--- config.mk ---
export PLATFORM = sky130hd
export DESIGN_NAME = decode_issue_flat
export DESIGN_NICKNAME = d
export VERILOG_FILES = /design/src/rtl/decode_issue_if.sv /design/src/rtl/decode_issue.sv /design/src/flat_wrapper.sv
export SDC_FILE = /design/constraint.sdc
export NUM_CORES = 1
export LEC_CHECK = 0
export CAP_MARGIN = 5
export CORE_ASPECT_RATIO = 0.9
export CORE_UTILIZATION = 25
export DETAILED_ROUTE_END_ITERATION = 16
export PLACE_DENSITY = 0.53
export SLEW_MARGIN = 10
export SYNTH_ARGS = -nofsm -noshare
export SYNTH_HDL_FRONTEND = slang
export SYNTH_SLANG_ARGS = --single-unit
--- constraint.sdc ---
create_clock -name clk_i -period 2.2 [get_ports clk_i]
set_clock_uncertainty 0.15 [all_clocks]
set_input_delay 0.44 -clock clk_i [delete_from_list [all_inputs] [get_ports clk_i]]
set_output_delay 0.44 -clock clk_i [all_outputs]
set_load 0.01 [all_outputs]
--- src/rtl/decode_issue_if.sv ---
// Issue-stage bus: FD-side accept handshake plus DX-side issue handshake and load-use inputs.
// Latency: none, wires only.
// Backpressure: ready_o toward FD, ready_i from DX.
interface decode_issue_if #(
   parameter int PCWidth      = 64,
   parameter int RegAddrWidth = 4
);
   // FD side
   logic [31:0]             instr_i;
   logic [PCWidth-1:0]      PC_i;
   logic                    valid_i;
   logic                    ready_o;
   // DX occupancy, used for load-use detection
   logic                    dx_valid_i;
   logic                    dx_MemRead_i;
   logic [RegAddrWidth-1:0] dx_rd_i;
   // DX side
   logic [31:0]             instr_o;
   logic [PCWidth-1:0]      PC_o;
   logic [RegAddrWidth-1:0] rd_o;
   logic [RegAddrWidth-1:0] rs1_o;
   logic [RegAddrWidth-1:0] rs2_o;
   logic                    valid_o;
   logic                    ready_i;

   // Issue stage view
   modport master (
      input  instr_i, PC_i, valid_i,
      input  dx_valid_i, dx_MemRead_i, dx_rd_i,
      input  ready_i,
      output ready_o,
      output instr_o, PC_o, rd_o, rs1_o, rs2_o, valid_o
   );

   // Surrounding pipeline view
   modport slave (
      output instr_i, PC_i, valid_i,
      output dx_valid_i, dx_MemRead_i, dx_rd_i,
      output ready_i,
      input  ready_o,
      input  instr_o, PC_o, rd_o, rs1_o, rs2_o, valid_o
   );
endinterface

--- src/rtl/decode_issue.sv ---
// Issue stage: 2-entry in-order skid buffer between FD and DX with load-use hold and stall counter.
// Latency: 1 cycle from accept to valid_o when no hazard; 1 instr/cycle sustained.
// Backpressure: ready_o from registered occupancy only; a drop of ready_i is absorbed by the skid entry.
module decode_issue #(
   parameter int PCWidth       = 64,
   parameter int RegAddrWidth  = 4,
   parameter int StallCntWidth = 16
) (
   input  logic                     clk_i,
   input  logic                     reset_ni,
   input  logic                     pipeline_flush,
   decode_issue_if.master           bus,
   output logic [StallCntWidth-1:0] stall_cnt_o
);

   typedef enum logic [1:0] {
      S_EMPTY = 2'd0,
      S_ONE   = 2'd1,
      S_TWO   = 2'd2
   } state_e;

   state_e                    state_q, state_d;
   logic [31:0]               head_instr_q, head_instr_d;
   logic [PCWidth-1:0]        head_pc_q, head_pc_d;
   logic [31:0]               skid_instr_q, skid_instr_d;
   logic [PCWidth-1:0]        skid_pc_q, skid_pc_d;
   logic [StallCntWidth-1:0]  stall_cnt_q, stall_cnt_d;

   logic                      head_vld;
   logic [RegAddrWidth-1:0]   head_rs1;
   logic [RegAddrWidth-1:0]   head_rs2;
   logic                      hazard;
   logic                      accept;
   logic                      issue;

   assign head_vld = (state_q != S_EMPTY);
   assign head_rs1 = head_instr_q[15 +: RegAddrWidth];
   assign head_rs2 = head_instr_q[20 +: RegAddrWidth];

   // Load-use check against DX; rs2 compared for every format, so it may stall needlessly but never misses
   assign hazard = head_vld & bus.dx_valid_i & bus.dx_MemRead_i & (bus.dx_rd_i != '0) &
                   ((bus.dx_rd_i == head_rs1) | (bus.dx_rd_i == head_rs2));

   assign bus.ready_o = (state_q != S_TWO) & reset_ni;
   assign bus.valid_o = head_vld & ~hazard & ~pipeline_flush;

   assign accept = bus.valid_i & bus.ready_o;
   assign issue  = bus.valid_o & bus.ready_i;

   // Head entry is always visible, even while withheld
   assign bus.instr_o   = head_instr_q;
   assign bus.PC_o      = head_pc_q;
   assign bus.rd_o      = head_instr_q[7 +: RegAddrWidth];
   assign bus.rs1_o     = head_rs1;
   assign bus.rs2_o     = head_rs2;
   assign stall_cnt_o   = stall_cnt_q;

   // Next occupancy and entry contents; flush empties and clears both entries and drops the input
   always_comb begin
      state_d      = state_q;
      head_instr_d = head_instr_q;
      head_pc_d    = head_pc_q;
      skid_instr_d = skid_instr_q;
      skid_pc_d    = skid_pc_q;
      if (pipeline_flush) begin
         state_d      = S_EMPTY;
         head_instr_d = '0;
         head_pc_d    = '0;
         skid_instr_d = '0;
         skid_pc_d    = '0;
      end else begin
         unique case (state_q)
            S_EMPTY: begin
               if (accept) begin
                  state_d      = S_ONE;
                  head_instr_d = bus.instr_i;
                  head_pc_d    = bus.PC_i;
               end
            end
            S_ONE: begin
               if (accept && issue) begin
                  head_instr_d = bus.instr_i;
                  head_pc_d    = bus.PC_i;
               end else if (accept) begin
                  state_d      = S_TWO;
                  skid_instr_d = bus.instr_i;
                  skid_pc_d    = bus.PC_i;
               end else if (issue) begin
                  state_d      = S_EMPTY;
               end
            end
            S_TWO: begin
               // ready_o is low here, so only an issue can move the buffer
               if (issue) begin
                  state_d      = S_ONE;
                  head_instr_d = skid_instr_q;
                  head_pc_d    = skid_pc_q;
               end
            end
            default: state_d = S_EMPTY;
         endcase
      end
   end

   // Saturating count of cycles the head is held back by a load-use hazard
   always_comb begin
      stall_cnt_d = stall_cnt_q;
      if (hazard && !pipeline_flush && (stall_cnt_q != '1)) begin
         stall_cnt_d = stall_cnt_q + StallCntWidth'(1);
      end
   end

   // State and entry registers with synchronous reset
   always_ff @(posedge clk_i) begin
      if (!reset_ni) begin
         state_q      <= S_EMPTY;
         head_instr_q <= '0;
         head_pc_q    <= '0;
         skid_instr_q <= '0;
         skid_pc_q    <= '0;
         stall_cnt_q  <= '0;
      end else begin
         state_q      <= state_d;
         head_instr_q <= head_instr_d;
         head_pc_q    <= head_pc_d;
         skid_instr_q <= skid_instr_d;
         skid_pc_q    <= skid_pc_d;
         stall_cnt_q  <= stall_cnt_d;
      end
   end

endmodule

--- src/flat_wrapper.sv ---
// flat-port wrapper written by rule: the top's interface ports become plain ports
module decode_issue_flat 
#(
   parameter int PCWidth       = 64,
   parameter int RegAddrWidth  = 4,
   parameter int StallCntWidth = 16
)
  (clk_i, reset_ni, pipeline_flush, stall_cnt_o, bus_instr_i, bus_PC_i, bus_valid_i, bus_dx_valid_i, bus_dx_MemRead_i, bus_dx_rd_i, bus_ready_i, bus_ready_o, bus_instr_o, bus_PC_o, bus_rd_o, bus_rs1_o, bus_rs2_o, bus_valid_o);
  decode_issue_if #(.PCWidth(PCWidth), .RegAddrWidth(RegAddrWidth)) bus_i ();
  input  logic clk_i;
  input  logic reset_ni;
  input  logic pipeline_flush;
  output logic [StallCntWidth-1:0] stall_cnt_o;
  input wire logic [$bits(bus_i.instr_i)-1:0] bus_instr_i;
  input wire logic [$bits(bus_i.PC_i)-1:0] bus_PC_i;
  input wire logic [$bits(bus_i.valid_i)-1:0] bus_valid_i;
  input wire logic [$bits(bus_i.dx_valid_i)-1:0] bus_dx_valid_i;
  input wire logic [$bits(bus_i.dx_MemRead_i)-1:0] bus_dx_MemRead_i;
  input wire logic [$bits(bus_i.dx_rd_i)-1:0] bus_dx_rd_i;
  input wire logic [$bits(bus_i.ready_i)-1:0] bus_ready_i;
  output wire logic [$bits(bus_i.ready_o)-1:0] bus_ready_o;
  output wire logic [$bits(bus_i.instr_o)-1:0] bus_instr_o;
  output wire logic [$bits(bus_i.PC_o)-1:0] bus_PC_o;
  output wire logic [$bits(bus_i.rd_o)-1:0] bus_rd_o;
  output wire logic [$bits(bus_i.rs1_o)-1:0] bus_rs1_o;
  output wire logic [$bits(bus_i.rs2_o)-1:0] bus_rs2_o;
  output wire logic [$bits(bus_i.valid_o)-1:0] bus_valid_o;
  assign bus_i.instr_i = bus_instr_i;
  assign bus_i.PC_i = bus_PC_i;
  assign bus_i.valid_i = bus_valid_i;
  assign bus_i.dx_valid_i = bus_dx_valid_i;
  assign bus_i.dx_MemRead_i = bus_dx_MemRead_i;
  assign bus_i.dx_rd_i = bus_dx_rd_i;
  assign bus_i.ready_i = bus_ready_i;
  assign bus_ready_o = bus_i.ready_o;
  assign bus_instr_o = bus_i.instr_o;
  assign bus_PC_o = bus_i.PC_o;
  assign bus_rd_o = bus_i.rd_o;
  assign bus_rs1_o = bus_i.rs1_o;
  assign bus_rs2_o = bus_i.rs2_o;
  assign bus_valid_o = bus_i.valid_o;
  decode_issue #(.PCWidth(PCWidth), .RegAddrWidth(RegAddrWidth), .StallCntWidth(StallCntWidth)) u_core (.clk_i(clk_i), .reset_ni(reset_ni), .pipeline_flush(pipeline_flush), .bus(bus_i), .stall_cnt_o(stall_cnt_o));
endmodule
* Yosys cells after proc, flatten, opt, wreduce, memory -nomap -nowiden
Cells that the tools add are included.
Operators by class: reductions and logical operators 12, mux-type cells 14, bitwise operators 14, equal/unequal tests 11, $add $sub $neg 1
Operators with widths (count):
- two-way mux 64 bit | 3
- case mux 64 bit (3 select lines) | 1
- two-way mux 32 bit | 3
- case mux 32 bit (3 select lines) | 1
- adder 16 x 1 -> 16 bit (second input constant) | 1
- != test 16 bit (second input constant) | 1
- two-way mux 2 bit | 5
- bitwise AND 1 bit | 9
- equality test 4 bit | 2
- AND reduction 4 bit | 2
- != test 2 x 1 -> 1 bit (second input constant) | 3
- case mux 2 bit (3 select lines) | 1
- != test 2 bit (second input constant) | 2
- NOT 1 bit | 4
- nonzero test 4 bit | 1
- logical AND 1 bit | 3
- != test 3 x 1 -> 1 bit (second input constant) | 1
- AND reduction 3 bit | 1
- nonzero test 3 bit | 1
- equality test 2 x 1 -> 1 bit (second input constant) | 1
- equality test 2 bit (second input constant) | 1
- logical NOT 2 bit | 1
- nonzero test 2 bit | 1
- OR reduction 2 bit | 1
- 2 further kinds | 2
Storage, ports and cells: bits in registers 210, logic and storage cells 58, output and inout bits 126

* Logic depth before layout (Yosys ltp)
word-level depth 13, gate-level depth with buffers 11, depth with buffers taken out 7

* Least setup slack after synthesis
OpenSTA, ideal clock, no wires.
kind input to register, start point in bus_dx_rd_i[1], end point reg u_core.head_pc_q[24] (netlist: u_core.bus.PC_o[24]), arrival time 2.083 ns, path slack -0.147 ns, data required time 1.935 ns, stages 10, path through nor4_1 -> nor3_1 -> o21a_1 -> buf_4 -> or3_1 -> buf_2 -> buf_6 -> buf_6 -> o221a_2 -> o21a_1
On the way: cells in the longest elaborated chain, start to end 10, elaborated cells on any way between the ends 14
RTL lines:
- from (decl) | RTL line flat_wrapper.sv:19 | input wire logic [$bits(bus_i.dx_rd_i)-1:0] bus_dx_rd_i;
- equality test 4 bit or nonzero test 4 bit (tied branches) | RTL line decode_issue.sv:42, decode_issue.sv:41
- OR 1 bit or bitwise AND 1 bit (tied branches) | RTL line decode_issue.sv:42, decode_issue.sv:41
- bitwise AND 1 bit (*) | RTL line decode_issue.sv:41 | assign hazard = head_vld & bus.dx_valid_i & bus.dx_MemRead_i & (bus.dx_rd_i != '0) &
- NOT 1 bit (*) | RTL line decode_issue.sv:45 | assign bus.valid_o = head_vld & ~hazard & ~pipeline_flush;
- bitwise AND 1 bit (*) (2 in series) | RTL line decode_issue.sv:45
- bitwise AND 1 bit (*) | RTL line decode_issue.sv:48 | assign issue = bus.valid_o & bus.ready_i;
- logical AND 1 bit | RTL line decode_issue.sv:81 | if (accept && issue) begin
- != test 2 x 1 -> 1 bit (no line)
- AND reduction 4 bit (no line) (*)
- to (signal assigned) | RTL line decode_issue.sv:125 | head_pc_q <= head_pc_d;
- to (decl) | RTL line decode_issue.sv:24 | logic [PCWidth-1:0] head_pc_q, head_pc_d;
Every way passes the cells marked *; elsewhere a longest branch is shown, timed or not. A chain may end at the register's enable or synchronous reset.

* Worst setup path in the final report
start point reg u_core.head_instr_q[15] (netlist: u_core.bus.instr_o[15]), end point out bus_valid_o
On the way: cells in the longest elaborated chain, start to end 6
RTL lines:
- from (decl) | RTL line decode_issue.sv:23 | logic [31:0] head_instr_q, head_instr_d;
- from (signal assigned) | RTL line decode_issue.sv:124 | head_instr_q <= head_instr_d;
- equality test 4 bit | RTL line decode_issue.sv:42 | ((bus.dx_rd_i == head_rs1) | (bus.dx_rd_i == head_rs2));
- OR 1 bit | RTL line decode_issue.sv:42
- bitwise AND 1 bit | RTL line decode_issue.sv:41
- NOT 1 bit | RTL line decode_issue.sv:45
- bitwise AND 1 bit (2 in series) | RTL line decode_issue.sv:45
- to (decl) | RTL line flat_wrapper.sv:27 | output wire logic [$bits(bus_i.valid_o)-1:0] bus_valid_o;
No other way between the ends.

==> impl_summary.log <==
[metrics] Final Max Tran Viols: 0
[metrics] Max stage delay cell, worst path: dfxtp_4
[metrics] Slew HR: 78.4%
[metrics] source of the worst hold timing path: u_core.skid_pc_q[11]$_SDFFE_PP0P_
[metrics] dominant cells by area after synthesis: dfxtp_1 50%, o221a_2 12%, nand2_1 9.1%
[metrics] pre-CTS worst setup slack: -834 ps
[metrics] final antenna-violating net count: 0
[metrics] final standard cell utilization of the core: 40.9%
[metrics] number of antenna diodes: 0
[metrics] post-route worst setup slack: -217 ps
[metrics] worst-path fanout max: 2
[metrics] switching share of power: 23.0%
[metrics] Setup CP Type: reg -> out
[metrics] Post-synth top flop: dfxtp_1
[metrics] effective utilization at floorplan: 25.5%
[metrics] Total Wirelength: 30.8 mm
[metrics] origin of the critical flop-to-flop path: u_core.bus.instr_o[15]$_SDFFE_PP0P_
[metrics] synthesized net count: 1001
[metrics] mean instance size in the synthesized netlist: 9.42 µm²
[metrics] unrepaired setup endpoints after global routing: yes
[metrics] outcome: finished with violations
[metrics] Final nets: 1278
[metrics] Placement Cell Area: 11500 µm²
[metrics] endpoint arrival time on the critical path: 1830 ps
[metrics] number of fill cells: 3193
[metrics] share of Yosys cell area claimed by the top area cell type: 50.0%
[metrics] remaining global-route overflow: 0
[metrics] final hold violation count: 0
[metrics] Pwr Density: 686 nW/µm²
[metrics] I/O pins: 233
[metrics] Design Power: 9.25 mW
[metrics] total of max-cap violations: 0
[metrics] TritonCTS Buffers: 24
[metrics] maximum count of clock buffers along a single path: 3
[metrics] largest net degree at the start of global routing: 56
[metrics] Mapped Area: 8410 µm²
[metrics] number of antenna violations at the first check in global routing: 0
[metrics] clock tree from TritonCTS: done
[metrics] number of global-route vias before repair: 7397
[metrics] worst supply voltage drop on vdd: 535 µV
[metrics] Switching Power: 2.13 mW
[metrics] failing checks: negative setup slack
[metrics] clock network fraction of design power: 44.8%
[metrics] count of flip-flops with a built-in enable after synthesis: 0
[metrics] final hold slack: 305 ps
[metrics] depth of the worst register-to-register path: 10
[metrics] leading area contributor after synthesis: dfxtp_1
[metrics] reg-to-reg endpoint: u_core.bus.instr_o[1]$_SDFFE_PP0P_
[metrics] average wire per cell in the routed design: 19.2 µm
[metrics] Worst Max-Slew Pin Slew: 323 ps
[metrics] Min-Delay Path Class: reg -> reg
[metrics] floorplan row count: 63
[metrics] Setup-failing EPs final: 195
[metrics] GRT Total Usage: 16.3%
[metrics] post-synthesis to final-layout area growth: 60.4%
[metrics] deepest level of the CTS H-tree: 1
[metrics] combinational power share: 12.8%
[metrics] slack of the worst reg-to-reg path: -210 ps
[metrics] starting DRC count in detailed routing: 472
[metrics] post-DR vias/cell: 4.90
[metrics] post-synthesis async set-or-reset flop share: 0%
[metrics] CP required: 1610 ps
[metrics] delay contributed by the slowest stage of the critical path: 360 ps
[metrics] Critical Path Source Type: register
[metrics] die width: 195 µm
[metrics] Port Buffers: 232
[metrics] CTS root buf: clkbuf_16
[metrics] vias post-DR: 7856
[metrics] CTS hold repair buffers: 0
[metrics] Leak Pwr: 4.79 nW
[metrics] Worst Hold Path EP: u_core.skid_pc_q[11]$_SDFFE_PP0P_
[metrics] global-route wire length before repair: 43.9 mm
[metrics] Yosys warnings: 0
[metrics] layout cell share with drive strength beyond 1: 23.2%
[metrics] cell breakdown of the critical path: xor2_4 > nor4_4 > o21a_1 > nor3_2 > buf_2
[metrics] Layout Cell Area excl Fill: 13500 µm²
[metrics] clock-pin slew of the registers on the worst-case setup and hold paths: 50 ps
[metrics] weighted congestion at the end of routability-driven global placement: 0.765
[metrics] internal power: 7.12 mW
[metrics] maximum frequency from static timing analysis: 0.414 GHz
[metrics] post-layout minimum cycle time: 2420 ps
[metrics] floorplan die area: 34400 µm²
[metrics] Seq pwr share: 42.4%
[metrics] DRC violations left: 0
[metrics] number of cells on the worst hold path: 2
[metrics] sequential area share after synthesis: 50.0%
[metrics] Gate Count Post-Synth: 893
[metrics] total of flip-flops plus latches after synthesis: 210
[metrics] number of clock sinks: 210
[metrics] height of the chip: 176 µm
[metrics] critical path endpoint category: primary output
[metrics] library cells used by synthesis: 36
[metrics] Skew-Pair Late Insertion Delay: 520 ps
[metrics] crit share post-route: 110%
[metrics] core area: 33000 µm²
[metrics] number of detailed-route iterations in the first pass: 7
[metrics] DP HPWL: 16.4 mm
-- layout make-up --
type	instances	area, µm²	share of cell area (%)
well taps	422	528	3.91
clock inverters	5	100	0.742
multi-input cells	590	3900	28.9
flip-flops and latches	210	4220	31.2
repair buffers	343	4040	30.0
clock buffers	33	706	5.23
inverters	1	3.75	0.0278
-- how the worst max path moves through the flow --
stage	startpoint	cells past startpoint	slack, ps	end
after detailed placement	bus_dx_rd_i[0]	9	-830	u_core.skid_pc_q[52]$_SDFFE_PP0P_
after floorplan	bus_dx_rd_i[1]	10	-90	u_core.bus.PC_o[24]$_SDFFE_PP0P_
final	u_core.bus.instr_o[15]$_SDFFE_PP0P_	5	-220	bus_valid_o
after CTS	u_core.bus.instr_o[23]$_SDFFE_PP0P_	5	-220	bus_valid_o
after global placement	bus_dx_rd_i[0]	6	-780	bus_valid_o
after global routing	u_core.bus.instr_o[15]$_SDFFE_PP0P_	10	-290	u_core.bus.instr_o[1]$_SDFFE_PP0P_
-- flip-flops by register name, indices dropped and copies added (netlist names) --
register,count
u_core.bus.PC_o,64
u_core.bus.instr_o,32
u_core.skid_instr_q,32
u_core.skid_pc_q,64
u_core.stall_cnt_o,16
u_core.state_q,2
-- synthesized netlist by cell type (2+ instances only) --
library cell  instances
buf_1                 4
buf_4                13
o221a_2              90
buf_2                19
nor3_1                4
nor4_1                3
and2_1               14
a21boi_0              3
o21a_1               97
dfxtp_1             210
o211a_1               2
nand4_1               7
mux2i_1               2
clkbuf_1             46
xnor2_1              11
o221a_1               6
nand2b_1              5
buf_6                10
or3_1                 3
and3_1                4
nor2_1                7
xor2_1                8
o21ai_0               6
o21ai_2               2
nand3_1               8
a21oi_1              96
nand2_1             204
-- critical path: cells and delay by family, from the launching register on --
kind | cells | cell delay (ps)
AND/OR/NAND/NOR | 2 | 390
AO/OA/AOI/OAI | 1 | 220
buffers and inverters | 1 | 140
XOR/XNOR | 1 | 190
flip-flops | 1 | 360
-- placed cells by master, fill, tap and decap left out, types with 2 or more instances in the layout --
cell type and n:
a21oi_1 89, xor2_2 4, and2_1 14, dlygate4sd2_1 4
o221a_1 6, o21ai_4 2, buf_4 44, clkbuf_8 5
dfxtp_1 202, dfxtp_2 7, clkbuf_16 33, nand3_1 8
buf_16 19, nor4_4 2, a21boi_0 3, clkdlybuf4s50_1 226
bufinv_16 3, nand4_1 7, o21a_1 97, xnor2_1 11
o221a_2 89, clkbuf_1 3, a21oi_2 7, and3_1 4
or3_1 2, nor3_1 3, buf_6 13, nand2b_4 2
nand2_2 4, nor2_1 7, mux2i_1 2, nand2_1 200
nand2b_1 3, xor2_1 3, buf_12 26, clkinv_2 2
o21ai_0 5
-- kinds of logic after synthesis --
family	after synthesis	synth area share (%)
AOI/OAI and AO/OA	307	28.8
and+or+nand+nor	261	13.0
DFF	210	50.0
buffers and inverters	93	5.90
xor gates and xnor gates	19	1.98
muxes	2	0.238
adders and majority gates	1	0.149
-- through the flow --
step	cells	TNS [ps]
final	1604	-26670
after global routing	1604	-43930
after CTS	1590	-25430
after detailed placement	1517	-161230
after global placement	1517	-149030
after floorplan	893	-3960
-- power by group through the flow --
| stage | Clock (mW) | Combinational, mW | Sequential, mW |
|---|---|---|---|
| after floorplan | 0 | 0.351 | 4.03 |
| after global placement | 0 | 0.922 | 4.00 |
| after detailed placement | 0 | 0.924 | 4.00 |
| after CTS | 4.26 | 1.15 | 3.92 |
| after global routing | 4.41 | 1.26 | 3.93 |
| final | 4.14 | 1.19 | 3.92 |
-- routing by layer --
metal / GRT usage, % / part of all wire, %
met1: 21.8 / 45
met2: 26.6 / 46
met3: 4.09 / 6.9
met4: 3.28 / 1.9
met5: 0 / 0
-- what timing repair did --
item / 4_1_cts / 5_1_grt
resized for setup: 51 / 32
buffers inserted: 20 / 6
endpoints found under the setup margin: 209 / 200
gates cloned: 15 / 12
pin swaps: 7 / 3
(Power assumes the default switching activity.)
